## src/rtl/bcp_select_var.sv

```systemverilog
// bcp_select_var: decision unit of the hardware SAT/BCP engine.
// After a conflict-free BCP pass, the controller raises a request. This block
// then scans the assignment bitmask round-robin for the next unassigned
// variable. It commits that variable as a decision and tracks the decision
// level, or it reports SAT when every variable is already assigned.
// Optional feature macro: BCP_PHASE_SAVING_EN. When it is defined, a
// saved_phase port is added and supplies the decision polarity. When it is
// undefined, every decision takes the negative literal.
module bcp_select_var #(
    parameter int VAR_NUM   = 8,
    parameter int VAR_IDX_W = 3,
    parameter int LEVEL_W   = 4
) (
    input  logic                 clock,
    input  logic                 reset,
    input  logic                 select_var_request,
    input  logic [VAR_NUM-1:0]   var_assigned,
`ifdef BCP_PHASE_SAVING_EN
    input  logic [VAR_NUM-1:0]   saved_phase,
`endif
    input  logic                 backtrack,
    input  logic [LEVEL_W-1:0]   backtrack_level,
    output logic                 select_var_finish,
    output logic                 decide_valid,
    output logic [VAR_IDX_W-1:0] decide_var,
    output logic                 decide_value,
    output logic                 sat_found,
    output logic [LEVEL_W-1:0]   decision_level,
    output logic                 busy
);

    localparam int CNT_W = VAR_IDX_W + 1;
    localparam logic [CNT_W-1:0]     LAST_CNT = CNT_W'(VAR_NUM - 1);
    localparam logic [VAR_IDX_W-1:0] LAST_IDX = VAR_IDX_W'(VAR_NUM - 1);

    typedef enum logic [1:0] {
        IDLE = 2'd0,
        SCAN = 2'd1,
        DONE = 2'd2
    } state_e;

    state_e                 state_q, state_d;
    logic                   req_q;                      // request value seen last cycle
    logic [VAR_IDX_W-1:0]   rr_ptr_q, rr_ptr_d;
    logic [CNT_W-1:0]       scan_ptr_q, scan_ptr_d;
    logic [CNT_W-1:0]       scan_cnt_q, scan_cnt_d;
    logic [VAR_IDX_W-1:0]   decide_var_q, decide_var_d;
    logic                   decide_value_q, decide_value_d;
    logic                   sat_q, sat_d;
    logic                   hit_q, hit_d;               // DONE was reached through a variable hit
    logic [LEVEL_W-1:0]     level_q, level_d;

    logic                   accept;
    logic [VAR_IDX_W-1:0]   scan_idx;
    logic                   phase_bit;

    assign scan_idx = scan_ptr_q[VAR_IDX_W-1:0];
    assign accept   = (state_q == IDLE) && select_var_request && !req_q;

`ifdef BCP_PHASE_SAVING_EN
    assign phase_bit = saved_phase[scan_idx];
`else
    assign phase_bit = 1'b0;
`endif

    // Next-state logic: scan sequencing, decision commit, SAT detection, backtrack.
    always_comb begin
        // NOTE: Every signal gets its default value first. Without this, a path that skips an assignment infers a latch.
        state_d        = state_q;
        rr_ptr_d       = rr_ptr_q;
        scan_ptr_d     = scan_ptr_q;
        scan_cnt_d     = scan_cnt_q;
        decide_var_d   = decide_var_q;
        decide_value_d = decide_value_q;
        sat_d          = sat_q;
        hit_d          = hit_q;
        level_d        = level_q;

        unique case (state_q)
            IDLE: begin
                if (accept) begin
                    state_d    = SCAN;
                    scan_ptr_d = {1'b0, rr_ptr_q};
                    scan_cnt_d = '0;
                    sat_d      = 1'b0;
                    hit_d      = 1'b0;
                end
            end
            SCAN: begin
                if (backtrack) begin
                    // An aborted scan leaves every output untouched.
                    state_d = IDLE;
                end else if (!var_assigned[scan_idx]) begin
                    decide_var_d   = scan_idx;
                    decide_value_d = phase_bit;
                    rr_ptr_d       = (scan_idx == LAST_IDX) ? '0 : scan_idx + VAR_IDX_W'(1);
                    if (level_q != '1) begin
                        level_d = level_q + LEVEL_W'(1);
                    end
                    hit_d   = 1'b1;
                    state_d = DONE;
                end else if (scan_cnt_q == LAST_CNT) begin
                    sat_d   = 1'b1;
                    hit_d   = 1'b0;
                    state_d = DONE;
                end else begin
                    scan_ptr_d = (scan_ptr_q == LAST_CNT) ? '0 : scan_ptr_q + CNT_W'(1);
                    scan_cnt_d = scan_cnt_q + CNT_W'(1);
                end
            end
            DONE: begin
                state_d = IDLE;
            end
            default: begin
                state_d = IDLE;
            end
        endcase

        // A backtrack always wins over an increment in the same cycle.
        if (backtrack) begin
            level_d = backtrack_level;
        end
    end

    // State register with asynchronous active-low reset.
    always_ff @(posedge clock or negedge reset) begin
        if (!reset) begin
            state_q        <= IDLE;
            req_q          <= 1'b0;
            rr_ptr_q       <= '0;
            scan_ptr_q     <= '0;
            scan_cnt_q     <= '0;
            decide_var_q   <= '0;
            decide_value_q <= 1'b0;
            sat_q          <= 1'b0;
            hit_q          <= 1'b0;
            level_q        <= '0;
        end else begin
            // NOTE: Sequential state uses non-blocking assignments. Every register therefore samples values from before the edge.
            state_q        <= state_d;
            req_q          <= select_var_request;
            rr_ptr_q       <= rr_ptr_d;
            scan_ptr_q     <= scan_ptr_d;
            scan_cnt_q     <= scan_cnt_d;
            decide_var_q   <= decide_var_d;
            decide_value_q <= decide_value_d;
            sat_q          <= sat_d;
            hit_q          <= hit_d;
            level_q        <= level_d;
        end
    end

    assign select_var_finish = (state_q == DONE);
    assign decide_valid      = (state_q == DONE) && hit_q;
    assign busy              = (state_q == SCAN) || (state_q == DONE);
    assign decide_var        = decide_var_q;
    assign decide_value      = decide_value_q;
    assign sat_found         = sat_q;
    assign decision_level    = level_q;

endmodule

```

## config.mk

```make
export PLATFORM = sky130hd
export DESIGN_NAME = bcp_select_var
export DESIGN_NICKNAME = d
export VERILOG_FILES = /design/src/rtl/bcp_select_var.sv
export SDC_FILE = /design/constraint.sdc
export NUM_CORES = 1
export LEC_CHECK = 0
export ABC_AREA = 1
export CORE_AREA = 2 2 54 56
export CTS_CLUSTER_DIAMETER = 200
export DETAILED_ROUTE_END_ITERATION = 7
export DIE_AREA = 0 0 56 58
export PLACE_DENSITY = 0.83
export SLEW_MARGIN = 20
export SYNTH_ARGS = -nofsm -noshare
export SYNTH_HDL_FRONTEND = slang
export SYNTH_SLANG_ARGS = --single-unit
```

## constraint.sdc

```tcl
create_clock -name clock -period 4.7 [get_ports clock]
set_input_delay 1.41 -clock clock [delete_from_list [all_inputs] [get_ports clock]]
set_output_delay 1.41 -clock clock [all_outputs]
set_load 0.1 [all_outputs]
```

Word-level counts from Yosys, hierarchy flattened
Index checks and enable logic that the tools add are counted.
Widths: inputs -> output; s select.
{"block": "word_totals", "reg_bits": 23, "output_inout_bits": 12, "elab_cells": 77}
{"block": "classes", "n_addsub": 4, "n_lt_le_gt_ge": 1, "eq_ne": 14, "mux": 32, "bitwise": 2, "reduce_logical": 15}
{"operator": "$mux 4", "count": 13}
{"operator": "$pmux 4 s2", "count": 2}
{"operator": "$add 4x1->4 const B", "count": 3}
{"operator": "$ne 2x2->1 const B", "count": 6}
{"operator": "$reduce_and 5->1", "count": 2}
{"operator": "$eq 4x3->1 const B", "count": 2}
{"operator": "$mux 1", "count": 8}
{"operator": "$mux 2", "count": 4}
{"operator": "$ne 4x4->1 const B", "count": 2}
{"operator": "$reduce_and 3->1", "count": 2}
{"operator": "$reduce_bool 2->1", "count": 3}
{"operator": "$lt 3x4->1 const B", "count": 1}
{"operator": "$pmux 1 s2", "count": 2}
{"operator": "$pmux 2 s2", "count": 1}
{"operator": "$reduce_and 4->1", "count": 1}
{"operator": "$add 3x1->3 const B", "count": 1}
{"operator": "$bmux 1 s3", "count": 1}
{"operator": "$eq 3x3->1 const B", "count": 1}
{"operator": "$logic_and 1x1->1", "count": 3}
{"operator": "$mux 3", "count": 1}
{"operator": "$ne 3x3->1 const B", "count": 1}
{"operator": "$eq 2x1->1 const B", "count": 1}
{"operator": "$eq 2x2->1 const B", "count": 1}
{"operator": "$logic_not 2->1", "count": 1}
{"operator": "other kinds (4)", "count": 5}

Depth between registers and ports, before layout
Gate-level depths: netlist (run 1).
{"block": "logic_depth", "ltp_word": 6, "depth_mapped": 12}

Worst setup path after synthesis (run 1)
Ideal clock, no wire load.
{"block": "synth_path", "path_kind": "reg-to-output", "startpoint": "register state_q[0]", "endpoint": "output port decide_valid", "arrival_time_ns": 1.999, "required_time_ns": 3.290, "setup_slack_ns": 1.291, "path_stages_with_launch": 5, "n_path_buf": 0, "path_cell_list": "dfrtp_1 > inv_1 > ha_1 > nand2_1 > inv_1"}
{"block": "synth_between", "elab_chain_cells": 2}
{"element": "start: declaration", "line": "42", "text": "state_e state_q, state_d;"}
{"element": "start signal: assignment", "line": "140", "text": "state_q <= state_d;"}
{"element": "$eq 2x2->1"}
{"element": "named net select_var_finish", "line": "23", "text": "output logic select_var_finish,"}
{"element": "$logic_and 1x1->1", "line": "154", "text": "assign decide_valid = (state_q == DONE) && hit_q;"}
{"element": "end: declaration", "line": "24", "text": "output logic decide_valid,"}
The timed path passes the listed nets, and every way through them passes these cells.

Final worst setup path (run 1)
{"block": "layout_path", "startpoint": "register state_q[0]", "endpoint": "output port decide_valid"}
{"block": "layout_between", "elab_chain_cells": 2}
{"element": "$eq 2x2->1", "line": "154"}
{"element": "$logic_and 1x1->1", "line": "154"}
No other way between the ends.

==> results of run 1 <==
[metrics by stage]
step                instance area [sq um]  util [%]  hold WS [ns]  cells  power, mW
finish                               1690      63.3         0.505    239       1.18
global route                         1690      63.3         0.526    239       1.27
CTS                                  1690      63.5         0.514    239       1.19
detailed placement                   1670      62.5         0.483    235       1.09
global placement                     1670      62.5         0.463    235       1.07
floorplan                            1420         -         0.448    183      0.958
[placed cells by master (no fill, tap or decap), drive strengths merged, types with 3 or more instances in the layout]
cell,count
dfrtp,23
clkdlybuf4s50,25
inv,22
nand3,20
o21ai,17
nor2,7
nand2,66
clkbuf,4
ha,8
or2,3
a21oi,3
[flip-flops by register name (all words and copies together), names as in the netlist]
register and count:
hit_q 1, sat_found 1, decision_level 4, decide_var 3, scan_ptr_q 4, rr_ptr_q 3
scan_cnt_q 4, state_q 2, req_q 1
[cells by family (layout without fill, tap and decap cells)]
| kind of cell | count (synthesis) | count (layout) | share of synthesized area [%] |
|---|---|---|---|
| AO/OA/AOI/OAI | 20 | 20 | 8.66 |
| XOR/XNOR | 3 | 3 | 1.86 |
| adder cells (fa/ha/maj) | 8 | 8 | 7.07 |
| buffers and inverters | 27 | 52 | 9.46 |
| flip-flops | 23 | 23 | 40.7 |
| multiplexers | 1 | 1 | 0.707 |
| other | 1 | 1 | 0.265 |
| AND/OR/NAND/NOR | 100 | 100 | 31.3 |
[layer usage]
layer / up-vias / part of all wire, % / wire length, um / global-route usage, %
met3: 2 / 2.6 / 70 / 2.23
met5: - / 0 / 0 / 0
li1: 630 / - / - / -
met1: 537 / 47 / 1260 / 22.3
met4: 0 / 1.1 / 30 / 6.46
met2: 22 / 50 / 1340 / 31.4
[report_power, final]
part           leakage (nW)  internal (mW)  total (mW)  switching (mW)
Combinational         0.560          0.206       0.750           0.544
Clock                0.0150         0.0332      0.0933          0.0601
Sequential            0.300          0.267       0.339          0.0719
Total                 0.875          0.506        1.18           0.676
[worst paths after layout]
| check | start | endpoint |
|---|---|---|
| max in group asynchronous | reset | scan_ptr_q[0] |
| max | state_q[0] | decide_valid |
| max reg2reg | state_q[1] | scan_ptr_q[3] |
| min | decide_var[2] | decide_var[2] |
| min reg2reg | decide_var[2] | decide_var[2] |
| min in group asynchronous | reset | rr_ptr_q[1] |
[critical path: stages, from the launching register on]
cell and delay (ns):
dfrtp_1 0.43, inv_1 0.13, ha_1 0.17, nand2_1 0.05
inv_1 0.04, clkdlybuf4s50_1 1.12
[final cells by class]
class | instances | area [sq um]
fillers | 231 | 976
multi-input cells | 133 | 706
flip-flops and latches | 23 | 576
repair buffers | 26 | 255
inverters | 22 | 85.1
well taps | 31 | 38.8
clock buffers | 4 | 26.3
==> flow_metrics.tcl, run 1 <==
set metrics [dict create \
    vias 1191 \
    grt_pass1_vias 1088 \
    detail_route.first_pass.iterations 4 \
    holdPathStages 2 \
    pin_count 28 \
    yosys_warnings 0 \
    cts_sinks 23 \
    htree_levels 1 \
    synth-edff-count 0 \
    insertedDiodeCount 0 \
    via_per_inst 4.98 \
    cts_tree "done" \
    dp_hpwl_um 2090 \
    critPathKind "reg2out" \
    skew_ns 0.00326 \
    synthArstFlopShare_pct 100 \
    endpoint_kind "output pin" \
    core_area_sq_um 2660 \
    finalHoldViolCount 0 \
    grt_usage_pct 17.7 \
    finalSetupViolCount 0 \
    clock_path_buffers 2 \
    cts_root_buf "clkbuf_4" \
    fmax_mhz 273 \
    detail-route-antenna-nets 0 \
    grt-ovfl-total 0 \
    drive_above_1_share_pct 11.1 \
    critPathRequiredTime_ns 3.29 \
    ys_seq_area_share_pct 40.7 \
    p_leak_nw 0.875 \
    clk_latency_ns 0.31 \
    grt_max_degree 24 \
    cts_resized 0 \
    pre_cts_ws_ns 1.40 \
    status "finished clean" \
    area_growth_pct 19.2 \
    reg2reg_setup_slack_ns 2.71 \
    gp_congestion 0.810 \
    ys_ff_latch 23 \
    cp_max_fo 3 \
    syn_area_per_cell_sq_um 7.73 \
    synth_most_common_cell "nand2_1" \
    antenna_found_initial 0 \
    tightest_slew_ns 0.966 \
    period_share_pct 78.0 \
    synth_common_cells "nand2_1 (61), dfrtp_1 (23), inv_1 (20)" \
    post_cts_buffers 0 \
    yosysTopAreaCell "dfrtp_1" \
    drt_wl_total_um 2700 \
    numCtsBuffers 3 \
    ys_types 24 \
    clk_pin_slew_ns 0.13 \
    grt_pass1_wl_um 4550 \
    reg2regPathDepth 9 \
    drc_errors 0 \
    peakVddDrop_uv 713 \
    layout.nets 233 \
    hold_buffers 0 \
    synth_top_area_share_pct 40.7 \
    crit_path_start_kind "register" \
    final_max_slew_viol_count 0 \
    hold_class "reg2reg" \
    die_w_um 56 \
    synth_cells 183 \
    rsz0062_at_grt "no" \
    num_rows 19 \
    synth_area_leaders "dfrtp_1 (41%), nand2_1 (16%), ha_1 (7.1%)" \
    io_buffers 26 \
    die_area_sq_um 3250 \
    finalSetupTns_ns 0 \
    die_h_um 58 \
    arrival_ns 2.26 \
    wl_per_cell_um 11.3 \
    drtIter0Drc 13 \
    synthesis.nets 207 \
    maxCapViolCount 0 \
    slew_headroom_pct 35.4 \
    synth_area_sq_um 1420 \
    synthFlopType "dfrtp_1" \
    initial_core_util_pct 53.1 \
    p_per_area_nw_per_um2 701 \
    layout_setup_ws_ns 1.03 \
    period_minus_slack_ns 3.67 \
]
(Power assumes the default switching activity.)
==> inputs of run 2 (changes only) <==
CORE_AREA = 2 2 56 58   (was 2 2 54 56)
DIE_AREA = 0 0 58 60   (was 0 0 56 58)
PLACE_DENSITY = 0.78   (was 0.83)
clock period = 3.7 ns   (was 4.7 ns; I/O delays follow)
==> flow_metrics.tcl, run 2 (same netlist as run 1, synthesis figures left out) <==
set metrics [dict create \
    status "finished clean" \
    crit_top_cell "inv_1" \
    place_area_sq_um 1650 \
    detail-route-antenna-nets 0 \
    critPathRequiredTime_ns 2.59 \
    cts_sinks 23 \
    finalHoldViolCount 0 \
    grt-ovfl-total 0 \
    final_cell_area_sq_um 1680 \
    pwr-share-comb_pct 62.8 \
    num_rows 20 \
    rsz0062_at_grt "no" \
    post_cts_buffers 0 \
    hold_buffers 0 \
    reg2reg_setup_slack_ns 1.75 \
    finalSetupTns_ns 0 \
    whs_ns 0.496 \
    p_leak_nw 0.899 \
    die_h_um 60 \
    final_max_slew_viol_count 0 \
    reg2regPathDepth 9 \
    seqPwrFrac_pct 29.3 \
    crit_path_start_kind "register" \
    layout.nets 234 \
    met2WireLength_um 1310 \
    wl_per_cell_um 10.7 \
    htree_levels 1 \
    cts_resized 0 \
    hold_end "rr_ptr_q[1]" \
    hold_path.startpoint "rr_ptr_q[1]" \
    insertedDiodeCount 0 \
    cpLargestDelayFamily "buffers and inverters" \
    core_area_sq_um 2900 \
    layout_setup_ws_ns 1.21 \
    clk_pin_slew_ns 0.12 \
    grt_pass1_wl_um 4410 \
    gp_congestion 0.803 \
    finalSetupViolCount 0 \
    max_stage_delay_ns 0.42 \
    clk_latency_ns 0.31 \
    clock_path_buffers 2 \
    swShare_pct 57.6 \
    drive_above_1_share_pct 16.7 \
    critPathKind "reg2out" \
    final_cell_mix "nand2_1 (61), dfrtp_1 (23), inv_1 (20)" \
    dp_hpwl_um 2020 \
    dp_cells 238 \
    holdPathStages 2 \
    area_growth_pct 18.4 \
    worstPathCellList "inv_1 -> ha_1 -> nand2_1 -> inv_1 -> buf_4" \
    rr_startpoint "state_q[1]" \
    pin_count 28 \
    maxCapViolCount 0 \
    power.share.clock_pct 7.9 \
    cts_tree "done" \
    fillers 263 \
    crit_buf_inv 3 \
    peakVddDrop_uv 664 \
    highest_layer "met4" \
    pre_cts_ws_ns 0.985 \
    power.internal_mw 0.626 \
    arrival_ns 1.38 \
    io_buffers 26 \
    wl_met3_um 85 \
    cts_root_buf "clkbuf_4" \
    die_w_um 58 \
    grt_usage_pct 16.4 \
    period_minus_slack_ns 2.49 \
    grt_max_degree 24 \
    endpoint_kind "output pin" \
    hold_class "reg2reg" \
    drt_wl_total_um 2590 \
    via_per_inst 4.88 \
    detail_route.first_pass.iterations 4 \
    cp_max_fo 3 \
    crit_path_top_delay_cell "dfrtp_1" \
    instances_no_fill 242 \
    p_sw_mw 0.852 \
    r2r-end "scan_cnt_q[0]" \
    final_common_cell "nand2_1" \
    fmax_mhz 402 \
    grt_pass1_vias 1016 \
    p_per_area_nw_per_um2 882 \
    initial_core_util_pct 48.7 \
    finalPower_mw 1.48 \
    die_area_sq_um 3480 \
    wl_met1_um 1190 \
    numCtsBuffers 3 \
    vias 1180 \
    final_util_pct 57.7 \
    antenna_found_initial 0 \
    period_share_pct 67.2 \
    skew_ns 0.00202 \
    drtIter0Drc 33 \
    drc_errors 0 \
]
==> run 2: cell count changes in the layout (fill, tap and decap cells not counted), sizes merged <==
cell / delta
clkinv: +1
buf: +11
clkbuf: -1
clkdlybuf4s50: -10
==> run 2: area by class of cell <==
cell class | instances | area [sq um] | area share (%)
clock buffers | 3 | 22.5 | 1.34
repair buffers | 27 | 240 | 14.3
well taps | 33 | 41.3 | 2.46
clock inverters | 1 | 5.00 | 0.299
multi-input cells | 133 | 706 | 42.1
inverters | 22 | 85.1 | 5.08
flip-flops and latches | 23 | 576 | 34.4
==> run 2: per-layer routing <==
layer	vias to the layer above	global-route usage, %
met1	534	21.0
met5	-	0
li1	630	-
met4	0	2.99
met2	14	28.1
met3	2	4.55
==> run 2: worst max path at each step <==
stage | from | to | cells after the start
2_1_floorplan | state_q[0] | decide_valid | 4
3_3_place_gp | backtrack | scan_cnt_q[0] | 9
3_5_place_dp | backtrack | scan_cnt_q[0] | 9
4_1_cts | state_q[0] | decide_valid | 5
5_1_grt | state_q[0] | decide_valid | 5
6_report | state_q[0] | decide_valid | 5
==> run 2: power groups by stage <==
stage	combinational [mW]	sequential, mW	clock [mW]
5_1_grt	1.01	0.446	0.133
3_3_place_gp	0.923	0.435	0
2_1_floorplan	0.553	0.664	0
4_1_cts	0.935	0.435	0.121
6_report	0.929	0.433	0.116
3_5_place_dp	0.933	0.439	0
==> run 2: tightest hold or removal path, stage by stage, from the launching register on <==
cell and delay [ns]:
dfrtp_1 0.36, nand2_1 0.05, nand2_1 0.06
==> inputs of run 3 (changes only) <==
clock period = 2.52 ns   (was 3.7 ns; I/O delays follow)
==> flow_metrics.tcl, run 3 (same netlist as run 1, synthesis figures left out) <==
set metrics [dict create \
    status "finished clean" \
    critPathRequiredTime_ns 1.76 \
    hold_path.startpoint "rr_ptr_q[1]" \
    core_area_sq_um 2900 \
    whs_ns 0.497 \
    critPathKind "reg2out" \
    period_share_pct 84.7 \
    num_rows 20 \
    fmax_mhz 469 \
    skew_ns 0.00527 \
    cts_root_buf "clkbuf_4" \
    final_common_cell "nand2_1" \
    wl_per_cell_um 11.1 \
    io_buffers 26 \
    reg2reg_setup_slack_ns 0.56 \
    drc_errors 0 \
    gp_congestion 0.789 \
    area_growth_pct 21.8 \
    clk_latency_ns 0.32 \
    grt_pass1_wl_um 4820 \
    rr_startpoint "state_q[1]" \
    hold_class "reg2reg" \
    grt-ovfl-total 0 \
    clk_pin_slew_ns 0.13 \
    drtIter0Drc 39 \
    hold_buffers 0 \
    layout_setup_ws_ns 0.387 \
    die_area_sq_um 3480 \
    r2r-end "scan_ptr_q[3]" \
    endpoint_kind "output pin" \
    hold_end "rr_ptr_q[1]" \
    period_minus_slack_ns 2.13 \
    finalHoldViolCount 0 \
    cts_tree "done" \
    arrival_ns 1.38 \
    reg2regPathDepth 9 \
    detail_route.first_pass.iterations 4 \
    crit_path_start_kind "register" \
    cp_max_fo 3 \
    final_max_slew_viol_count 0 \
    finalPower_mw 2.24 \
    grt_max_degree 24 \
    clock_path_buffers 2 \
    cts_sinks 23 \
    holdPathStages 2 \
    drive_above_1_share_pct 17.6 \
    cts_resized 0 \
    pin_count 28 \
    htree_levels 1 \
    die_h_um 60 \
    grt_usage_pct 18.2 \
    post_cts_buffers 0 \
    final_cell_area_sq_um 1720 \
    detail-route-antenna-nets 0 \
    peakVddDrop_uv 1050 \
    antenna_found_initial 0 \
    final_cell_mix "nand2_1 (61), dfrtp_1 (23), inv_1 (20)" \
    numCtsBuffers 3 \
    grt_pass1_vias 1135 \
    rsz0062_at_grt "no" \
    dp_hpwl_um 2070 \
    via_per_inst 5.00 \
    p_leak_nw 0.912 \
    insertedDiodeCount 0 \
    place_area_sq_um 1700 \
    finalSetupViolCount 0 \
    finalSetupTns_ns 0 \
    vias 1215 \
    p_per_area_nw_per_um2 1300 \
    pre_cts_ws_ns 0.275 \
    die_w_um 58 \
    initial_core_util_pct 48.7 \
    layout.nets 235 \
    drt_wl_total_um 2700 \
    fillers 267 \
    maxCapViolCount 0 \
]
[run 3: area by class of cell]
type | count | area [sq um] | share of cell area [%]
Sequential cell | 23 | 576 | 33.4
Clock buffer | 3 | 22.5 | 1.31
Clock inverter | 1 | 5.00 | 0.290
Multi-Input combinational cell | 133 | 708 | 41.1
Inverter | 22 | 85.1 | 4.94
Timing Repair Buffer | 28 | 285 | 16.6
Tap cell | 33 | 41.3 | 2.40
[run 3: how the worst max path moves through the flow]
stage          startpoint  slack [ns]       endpoint  depth (start not counted)
6_report       state_q[0]        0.39   decide_valid                          5
3_5_place_dp    backtrack        0.28  scan_ptr_q[3]                          9
5_1_grt        state_q[0]        0.31   decide_valid                          5
4_1_cts        state_q[0]        0.37   decide_valid                          5
3_3_place_gp    backtrack        0.32  scan_ptr_q[3]                          9
2_1_floorplan  state_q[0]        0.07   decide_valid                          4
[run 3: critical path: stages, from the launching register on]
cell and delay [ns]:
dfrtp_1 0.42, inv_1 0.11, ha_2 0.22, nand2_1 0.05
inv_1 0.09, buf_12 0.18
[run 3: through the flow]
stage / utilization (%) / std cells
after floorplan: - / 183
after detailed placement: 58.4 / 239
after CTS: 59.4 / 243
after global routing: 59.4 / 243
after global placement: 58.4 / 239
final: 59.4 / 243
[run 3: routing by layer]
layer | wire length (um) | vias to the layer above | track usage, %
met3 | 100 | 5 | 4.11
met4 | 42 | 0 | 7.31
li1 | - | 633 | -
met1 | 1220 | 558 | 21.9
met2 | 1330 | 19 | 31.5
met5 | 0 | - | 0
[run 3: report_power, final]
group / total [mW] / internal (mW) / leakage, nW / switching [mW]
combinational: 1.43 / 0.412 / 0.595 / 1.02
clock: 0.173 / 0.0594 / 0.0177 / 0.114
sequential: 0.634 / 0.498 / 0.300 / 0.135
total: 2.24 / 0.970 / 0.912 / 1.27
